**config.mk**
```make
export PLATFORM = sky130hd
export DESIGN_NAME = mem_arbiter
export DESIGN_NICKNAME = d
export VERILOG_FILES = /design/src/rtl/mem_arbiter.sv
export SDC_FILE = /design/constraint.sdc
export NUM_CORES = 1
export LEC_CHECK = 0
export ABC_AREA = 1
export BUFFER_PORTS_ARGS = -buffer_cell sky130_fd_sc_hd__buf_2
export CORE_UTILIZATION = 30
export DETAILED_ROUTE_END_ITERATION = 10
export SYNTH_ARGS = -nofsm -noshare
export SYNTH_HDL_FRONTEND = slang
export SYNTH_SLANG_ARGS = --single-unit
```
**constraint.sdc**
```tcl
create_clock -name clk -period 3.6 [get_ports clk]
set_input_delay 0.18 -clock clk [delete_from_list [all_inputs] [get_ports clk]]
set_output_delay 0.18 -clock clk [all_outputs]
set_load 0.01 [all_outputs]
```
**src/rtl/mem_arbiter.sv**
```systemverilog
// Shares a single-outstanding memory port between instruction fetch and data
// access. Data requests have fixed priority, and a stalled transaction is aborted after TIMEOUT cycles.
module mem_arbiter #(
  parameter int unsigned TIMEOUT = 15
) (
  input  logic        clk,
  input  logic        reset,
  input  logic        if_req,
  input  logic [31:0] if_addr,
  input  logic        dm_req,
  input  logic        dm_we,
  input  logic [31:0] dm_addr,
  input  logic [31:0] dm_wdata,
  input  logic [3:0]  dm_be,
  output logic        mem_req,
  output logic        mem_we,
  output logic [31:0] mem_addr,
  output logic [31:0] mem_wdata,
  output logic [3:0]  mem_be,
  input  logic        mem_rvalid,
  input  logic [31:0] mem_rdata,
  output logic        if_valid,
  output logic [31:0] if_rdata,
  output logic        dm_valid,
  output logic [31:0] dm_rdata,
  output logic        stall_if,
  output logic        stall_mem,
  output logic        bus_err
);

  typedef enum logic [1:0] {
    IDLE   = 2'b00,
    BUSY_I = 2'b01,
    BUSY_D = 2'b10
  } state_t;

  localparam logic [7:0] TIMEOUT_CNT = 8'(TIMEOUT);

  state_t     state;
  logic [7:0] cnt;
  logic       busy;
  logic       rv;
  logic       to;

  // A completion is only accepted while a transaction is outstanding; rvalid wins over timeout.
  always_comb begin
    busy = (state == BUSY_I) || (state == BUSY_D);
    rv   = busy && mem_rvalid;
    to   = busy && (cnt == TIMEOUT_CNT) && !mem_rvalid;
  end

  // Transaction FSM: sample requests in IDLE, latch fields, issue, wait for completion or timeout.
  always_ff @(posedge clk or posedge reset) begin
    if (reset) begin
      state     <= IDLE;
      mem_req   <= 1'b0;
      mem_we    <= 1'b0;
      mem_addr  <= 32'h0;
      mem_wdata <= 32'h0;
      mem_be    <= 4'b0000;
      cnt       <= 8'd0;
    end else begin
      case (state)
        IDLE: begin
          mem_req <= 1'b0;
          cnt     <= 8'd0;
          if (dm_req) begin
            state     <= BUSY_D;
            mem_req   <= 1'b1;
            mem_we    <= dm_we;
            mem_addr  <= dm_addr;
            mem_wdata <= dm_wdata;
            mem_be    <= dm_be;
          end else if (if_req) begin
            state     <= BUSY_I;
            mem_req   <= 1'b1;
            mem_we    <= 1'b0;
            mem_addr  <= if_addr;
            mem_wdata <= 32'h0;
            mem_be    <= 4'b0000;
          end else begin
            state <= IDLE;
          end
        end
        BUSY_I, BUSY_D: begin
          mem_req <= 1'b0;
          if (rv || to) begin
            state <= IDLE;
            cnt   <= 8'd0;
          end else begin
            cnt <= cnt + 8'd1;
          end
        end
        default: begin
          state   <= IDLE;
          mem_req <= 1'b0;
          cnt     <= 8'd0;
        end
      endcase
    end
  end

  // Completion steering and stall requests; rdata reads as zero unless real data returns.
  always_comb begin
    if_valid  = (state == BUSY_I) && (rv || to);
    dm_valid  = (state == BUSY_D) && (rv || to);
    if_rdata  = ((state == BUSY_I) && rv) ? mem_rdata : 32'h0;
    dm_rdata  = ((state == BUSY_D) && rv) ? mem_rdata : 32'h0;
    bus_err   = to;
    stall_if  = if_req && !if_valid;
    stall_mem = dm_req && !dm_valid;
  end

endmodule

```
* After elaboration in Yosys (flattened, before gate mapping)
Index checks and enable logic that the tools add are counted.
** Storage, ports and cells
- Logic and storage cells :: 49
- Bits of input ports :: 138
- Flip-flop bits (word level) :: 80
** Cells by class
- Add/sub/neg operators :: 1
- Reduce and logical (&&, ||, !) cells :: 18
- Equality and inequality tests :: 4
- Muxes and demuxes :: 19
** Operator list (count)
- $mux 32 :: 6
- $mux 8 :: 2
- $logic_and 1x1->1 :: 9
- $add 8x1->8 const B :: 1
- $eq 8x4->1 const B :: 1
- $mux 4 :: 2
- $mux 1 :: 6
- $mux 2 :: 2
- $pmux 2 s2 :: 1
- $logic_not 1->1 :: 3
- $eq 2x1->1 const B :: 1
- $eq 2x2->1 const B :: 1
- $logic_not 2->1 :: 1
- $logic_or 1x1->1 :: 2
- $ne 2x2->1 const B :: 1
- $reduce_and 2->1 :: 1
- $reduce_bool 2->1 :: 1
- $reduce_or 2->1 :: 1

* Depth between registers and ports, before layout
Gate-level depths: netlist (run 1).
- Word-level depth :: 8
- Depth in mapped cells :: 8
- Mapped depth without buffers :: 7

* Worst setup path after synthesis (run 1)
OpenSTA, ideal clock, no wires.
- Path kind :: register to output
- Start :: reg state[0]
- End :: out dm_valid
- Buffers on the path :: 0
- Slack :: 2091 ps
- Data required time :: 3420 ps
- Arrival :: 1329 ps
- Cell stages (with the launch flop) :: 7
- Cell sequence :: dfrtp_1 > inv_1 > ha_1 > nand2_1 > nor2_1 > nand3_1 > a21boi_0
** On the way
- Longest elaborated chain between the ends :: 6
- Elaborated cells on any way between the ends :: 8
- Classes of those cells :: eq/ne (2); reduce/logical (6)
** Ends and longest elaborated chain
- start, declared :: RTL line 39 : state_t state;
- start signal, assigned :: RTL line 55 : state <= IDLE;
- start signal, assigned :: RTL line 68 : state <= BUSY_D;
- start signal, assigned :: RTL line 75 : state <= BUSY_I;
- $eq 2x1->1 / $eq 2x2->1 (equally long branches) :: RTL line 47, 106
- $logic_or 1x1->1 :: RTL line 47 : busy = (state == BUSY_I) || (state == BUSY_D);
- $logic_and 1x1->1 (2 in series) :: RTL line 49 : to = busy && (cnt == TIMEOUT_CNT) && !mem_rvalid;
- $logic_or 1x1->1 :: RTL line 106 : dm_valid = (state == BUSY_D) && (rv || to);
- $logic_and 1x1->1 * :: RTL line 106
- end, declared :: RTL line 24 : output logic dm_valid,
Mark *: on every way between the ends. The rest lies on a longest branch, timed or not.

* Worst setup path in the final report (run 1)
- Start :: reg state[1]
- End :: out if_rdata[6]
** On the way
- Longest elaborated chain between the ends :: 5
- Elaborated cells on any way between the ends :: 6
- Classes of those cells :: eq/ne (2); mux (1); reduce/logical (3)
** Ends and longest elaborated chain
- $eq 2x1->1 / $eq 2x2->1 (equally long branches) :: RTL line 47, 107
- $logic_or 1x1->1 :: RTL line 47
- $logic_and 1x1->1 :: RTL line 48 : rv = busy && mem_rvalid;
- $logic_and 1x1->1 * :: RTL line 107 : if_rdata = ((state == BUSY_I) && rv) ? mem_rdata : 32'h0;
- $mux 32 * :: RTL line 107
- end, declared :: RTL line 23 : output logic [31:0] if_rdata,
Marks and branches as above.

==> results of run 1 <==
==> Yosys cell counts <==
| library cell | number |
|---|---|
| nor2_2 | 7 |
| nand4_1 | 4 |
| inv_1 | 48 |
| dfrtp_1 | 80 |
| a31oi_1 | 15 |
| nor2_4 | 1 |
| nand3_2 | 1 |
| a31oi_2 | 17 |
| nand3_1 | 40 |
| buf_1 | 1 |
| nor3_1 | 2 |
| o21ai_0 | 4 |
| buf_4 | 6 |
| nor2_1 | 103 |
| buf_2 | 10 |
| nand2_1 | 159 |
| a21boi_0 | 2 |
| a21oi_1 | 3 |
| buf_6 | 4 |
| clkbuf_1 | 10 |
| ha_1 | 4 |
| nand2_2 | 2 |
| buf_8 | 1 |
==> report_power, final <==
| part | total (µW) | leakage (µW) | internal, µW | switching [µW] |
|---|---|---|---|---|
| sequential | 1500 | 0.000987 | 1290 | 209 |
| clock | 927 | 0.000154 | 587 | 339 |
| combinational | 1740 | 0.00229 | 676 | 1060 |
| total | 4160 | 0.00343 | 2550 | 1610 |
==> logic make-up (layout without fill, tap and decap cells) <==
| family | after synthesis | after routing | synth area share |
|---|---|---|---|
| buf+inv | 80 | 346 | 0.0923 |
| fa+ha+maj | 4 | 4 | 0.0123 |
| compound gates | 41 | 41 | 0.0874 |
| flops | 80 | 80 | 0.490 |
| simple gates | 319 | 319 | 0.318 |
==> metrics by stage <==
| stage | hold WS (ns) | instance area, µm² |
|---|---|---|
| after detailed placement | 0.376 | 5540 |
| after global routing | 0.0367 | 5850 |
| after global placement | 0.384 | 5540 |
| after CTS | 0.0180 | 5850 |
| after floorplan | 0.297 | 4080 |
| final | -0.0114 | 5850 |
==> critical path: cells and delay by family (launching register included) <==
kind | cells | cell delay, ns
buffers and inverters | 2 | 0.27
adders and majority gates | 1 | 0.19
and+or+nand+nor | 2 | 1.00
DFF | 1 | 0.40
==> sequential cells by signal, summed over array words and instances (netlist names) <==
signal and flops:
cnt 8, mem_addr 32, mem_be 4, mem_req 1, mem_wdata 32, mem_we 1, state 2
==> worst paths after layout <==
check	depth (start not counted)	startpoint	to
max	5	state[1]$_DFFE_PP0P_	if_rdata[6]
min reg2reg	1	cnt[0]$_DFF_PP0_	cnt[0]$_DFF_PP0_
max in group asynchronous	3	reset	mem_wdata[30]$_DFFE_PP0P_
min in group clk	3	dm_wdata[19]	mem_wdata[19]$_DFFE_PP0P_
min	2	reset	mem_addr[31]$_DFFE_PP0P_
max reg2reg	8	state[0]$_DFFE_PP0P_	mem_addr[8]$_DFFE_PP0P_
==> area by class of cell <==
cell class,instances,area (µm²)
fillers,1355,7400
flip-flops and latches,80,2000
multi-input cells,364,1700
repair buffers,283,1430
clock buffers,12,267
well taps,176,220
inverters,48,181
clock inverters,3,40.0
==> per-layer routing <==
| metal | track usage | vias up | part of all wire |
|---|---|---|---|
| met5 | 0 | - | 0 |
| met4 | 0.0609 | 0 | 0.020 |
| met2 | 0.270 | 165 | 0.45 |
| met3 | 0.0333 | 19 | 0.055 |
| met1 | 0.245 | 1904 | 0.47 |
| li1 | - | 2158 | - |
==> results.ini, run 1 <==
[timing]
worstMarginPinSlew_ns=1.03
period_share=0.659
relSlewSlack=0.315
drv_slew=0
finalHoldViolations=4
worst_slack_ns=1.23
period_minus_slack_ns=2.37
setup_tns_ns=0
fin_skew_ns=0.00320
fmax_mhz=422
setup_viol=0
grt_setup_unrepaired=no
holdWs_ns=-0.0114

[clock_tree]
cts.htree.levels=3
clock-sinks=80
cts_tree=yes
cts_resized=0
cts_buffers=9
cts-root-buf=clkbuf_16
ctsHoldBuffers=0
clkTransAtPathRegs_ns=0.06
clk_latency_ns=0.33
clockBufferDepth=2
post_cts_buffers=0

[yosys]
synth_area_leaders=dfrtp_1, nand2_1, nor2_1, a31oi_2, nand3_1
ys_ff_latch=80
synth_cells=524
syn_avg_cell_area_um2=7.79
yosysSeqAreaShare=0.490
yosysTopAreaCellShare=0.490
synth_warnings=0
synth_largest_area_cell=dfrtp_1
synthDistinctLibCells=23
netlist_area_mm2=0.00408
synth_nets=666

[final_layout]
mostFrequentLayoutCell=buf_2
syn_to_final_growth_pct=43.3
drive_gt1_frac=0.414
final_cell_mix=buf_2, nand2_1, nor2_1
layout.cells.non_filler=966
final_util=0.442
diodes=0
nets=928

[global_routing]
grt_max_degree=66
grt_overflow=0
antenna_found_initial=0
grt_util_all_layers=0.176
grt_first_pass_wirelength_mm=19.7
first_global_vias=3864

[floorplan]
num_rows=42
ios=277
initial_core_util=0.308
die_x_um=119
fp.dieH_um=119
dieArea_mm2=0.0141
core_region_area_mm2=0.0132

[pwr]
ir_drop_uv=422
power.total_uw=4160
leakagePower_uw=0.00343
power_density_mw_per_mm2=712

[critical_path]
crit_type=register to output port
critPathMaxStageDelay_ns=0.59
crit_arrival_ns=2.19
cp_slowest_cell=nand2_1
crit_path_cell_trace=inv_1, ha_1, nand2_1, nor2_1, buf_2
cp_max_fo=32
cp-end-kind=output port
cp.required_ns=3.42
ff2ff_setup_slack_ns=1.46
crit_path_start_kind=register

[placement]
pre_cts_ws_ns=1.43
hpwlAfterDp_mm=9.11
gp_congestion=0.742
portBuffers=276
dp.cells=951

[drt]
drtIter0Drc=275
wire_per_inst_um=12.9
route.detailed.drc=0
viasPerCell=4.40
drt_first_pass_iters=5
wl_mm=12.4
num_vias=4246
postRouteAntennaNets=0

[flow_run]
cap_violations=0

[status]
failed_checks=hold timing
outcome=complete, but fails checks

[hold_path]
min-delay-path-class=input port to asynchronous set/reset pin

No activity file was read; power rests on OpenSTA's default activity.
==> inputs of run 2 (changes only) <==
==> constraint.sdc (replaced) <==
create_clock -name clk -period 2.2 [get_ports clk]
set_input_delay 0.11 -clock clk [delete_from_list [all_inputs] [get_ports clk]]
set_output_delay 0.11 -clock clk [all_outputs]
set_load 0.01 [all_outputs]
==> run 2 against run 1 <==
Compared with the run above:
- non-clock buffer count rose by 42
- the flow now finishes without violations
- worst setup slack lost 0.99 ns
- die area did not move
- critical endpoint is now if_valid
- critical path depth is 2 higher
- critical path type unchanged
==> results.ini, run 2 (synthesis gave the netlist of run 1 again) <==
[status]
outcome=complete, no violations

[critical_path]
crit_type=register to output port
cp.required_ns=2.09
cp-end-kind=output port
crit_arrival_ns=1.85
critPathMaxStageDelay_ns=0.38
cp_slowest_cell=dfrtp_1
cp_num_buf_inv=2
cp_max_fo=6
crit_path_cell_trace=inv_1, ha_1, nand2_1, nor2_1, nand3_1, a21boi_0, buf_2
crit_path_start_kind=register
crit_family=flip-flops

[floorplan]
num_rows=42
core_region_area_mm2=0.0132
ios=277
dieArea_mm2=0.0141
fp.dieH_um=119
die_x_um=119
initial_core_util=0.308

[drt]
wire_per_inst_um=12.8
drtIter0Drc=284
wl_mm=12.9
viasPerCell=4.37
route.detailed.drc=0
postRouteAntennaNets=0
num_vias=4412
drt_first_pass_iters=4

[flow_run]
cap_violations=0

[pwr]
pwr-share-seq=0.337
power.share.clock=0.255
ir_drop_uv=692
leakagePower_uw=0.00365
power_frac_comb=0.409
swShare=0.370
p_int_uw=4560
p_sw_uw=2680
power_density_mw_per_mm2=1140

[global_routing]
grt_overflow=0
grt_util_all_layers=0.184
grt_max_degree=66
first_global_vias=4181
antenna_found_initial=0
grt_first_pass_wirelength_mm=20.8

[timing]
fmax_mhz=511
relSlewSlack=0.608
finalHoldViolations=0
setup_viol=0
worstMarginPinSlew_ns=0.588
grt_setup_unrepaired=no
setup_tns_ns=0
drv_slew=0
fin_skew_ns=0.00477
period_share=0.890
period_minus_slack_ns=1.96
worst_slack_ns=0.242

[clock_tree]
clk_latency_ns=0.33
clockBufferDepth=2
post_cts_buffers=0
cts-root-buf=clkbuf_16
cts_resized=0
clock-sinks=80
cts.htree.levels=3
clkTransAtPathRegs_ns=0.06
ctsHoldBuffers=38
cts_tree=yes
cts_buffers=9

[final_layout]
final_cell_mix=buf_2, nand2_1, nor2_1
fillers=1320
mostFrequentLayoutCell=buf_2
multi_input_area_mm2=0.00170
nets=970
drive_gt1_frac=0.397
reg_top3=mem_addr (32), mem_wdata (32), cnt (8)
syn_to_final_growth_pct=55.8
register_area_mm2=0.00200
diodes=0

[placement]
hpwlAfterDp_mm=9.16
gp_congestion=0.791
pre_cts_ws_ns=0.569
portBuffers=276

[hold_path]
min-delay-path-class=input port to register

run 2: power by group through the flow:
| stage | logic [µW] | clock network [µW] | registers [µW] |
|---|---|---|---|
| 2_1_floorplan | 1530 | 0 | 2750 |
| 3_3_place_gp | 2900 | 0 | 2450 |
| 3_5_place_dp | 2930 | 0 | 2450 |
| 4_1_cts | 2990 | 1890 | 2440 |
| 5_1_grt | 3280 | 1950 | 2520 |
| 6_report | 2950 | 1840 | 2440 |
run 2: final timing paths:
check	startpoint	end	slack, ns	cells past startpoint
setup / recovery	state[0]$_DFFE_PP0P_	if_valid	0.24	7
hold / removal	if_addr[14]	mem_addr[14]$_DFFE_PP0P_	0.04	3
setup reg to reg	state[0]$_DFFE_PP0P_	mem_wdata[30]$_DFFE_PP0P_	0.52	7
hold reg to reg	cnt[0]$_DFF_PP0_	cnt[0]$_DFF_PP0_	0.45	1
max in group asynchronous	reset	mem_wdata[9]$_DFFE_PP0P_	1.23	4
min in group asynchronous	reset	mem_wdata[24]$_DFFE_PP0P_	0.37	3
run 2: metal layers:
| metal | wire [µm] | GRT usage | vias to the layer above |
|---|---|---|---|
| met1 | 5820 | 0.242 | 1994 |
| met2 | 6120 | 0.301 | 157 |
| li1 | - | - | 2242 |
| met5 | 0 | 0 | - |
| met3 | 797 | 0.0434 | 19 |
| met4 | 193 | 0.0483 | 0 |
run 2: per-stage QoR:
step / hold WS, ns / std cells / area (µm²) / utilization / power, µW
floorplan: 0.227 / 524 / 4080 / - / 4280
global placement: 0.204 / 955 / 5610 / 0.423 / 5350
detailed placement: 0.199 / 955 / 5610 / 0.423 / 5380
CTS: 0.0211 / 1009 / 6360 / 0.480 / 7310
global route: 0.0279 / 1009 / 6360 / 0.480 / 7760
finish: 0.0367 / 1009 / 6360 / 0.480 / 7230
run 2: tightest hold or removal path: stages:
cell	delay, ns
buf_2	0.09
nand2_1	0.05
a31oi_1	0.07
run 2: final cells by class:
type                       count  share of cell area
tap                          176              0.0346
timing repair buffer         325               0.296
clock inverter                 5              0.0201
multi-input combinational    364               0.268
sequential                    80               0.315
clock buffer                  11              0.0382
inverter                      48              0.0285
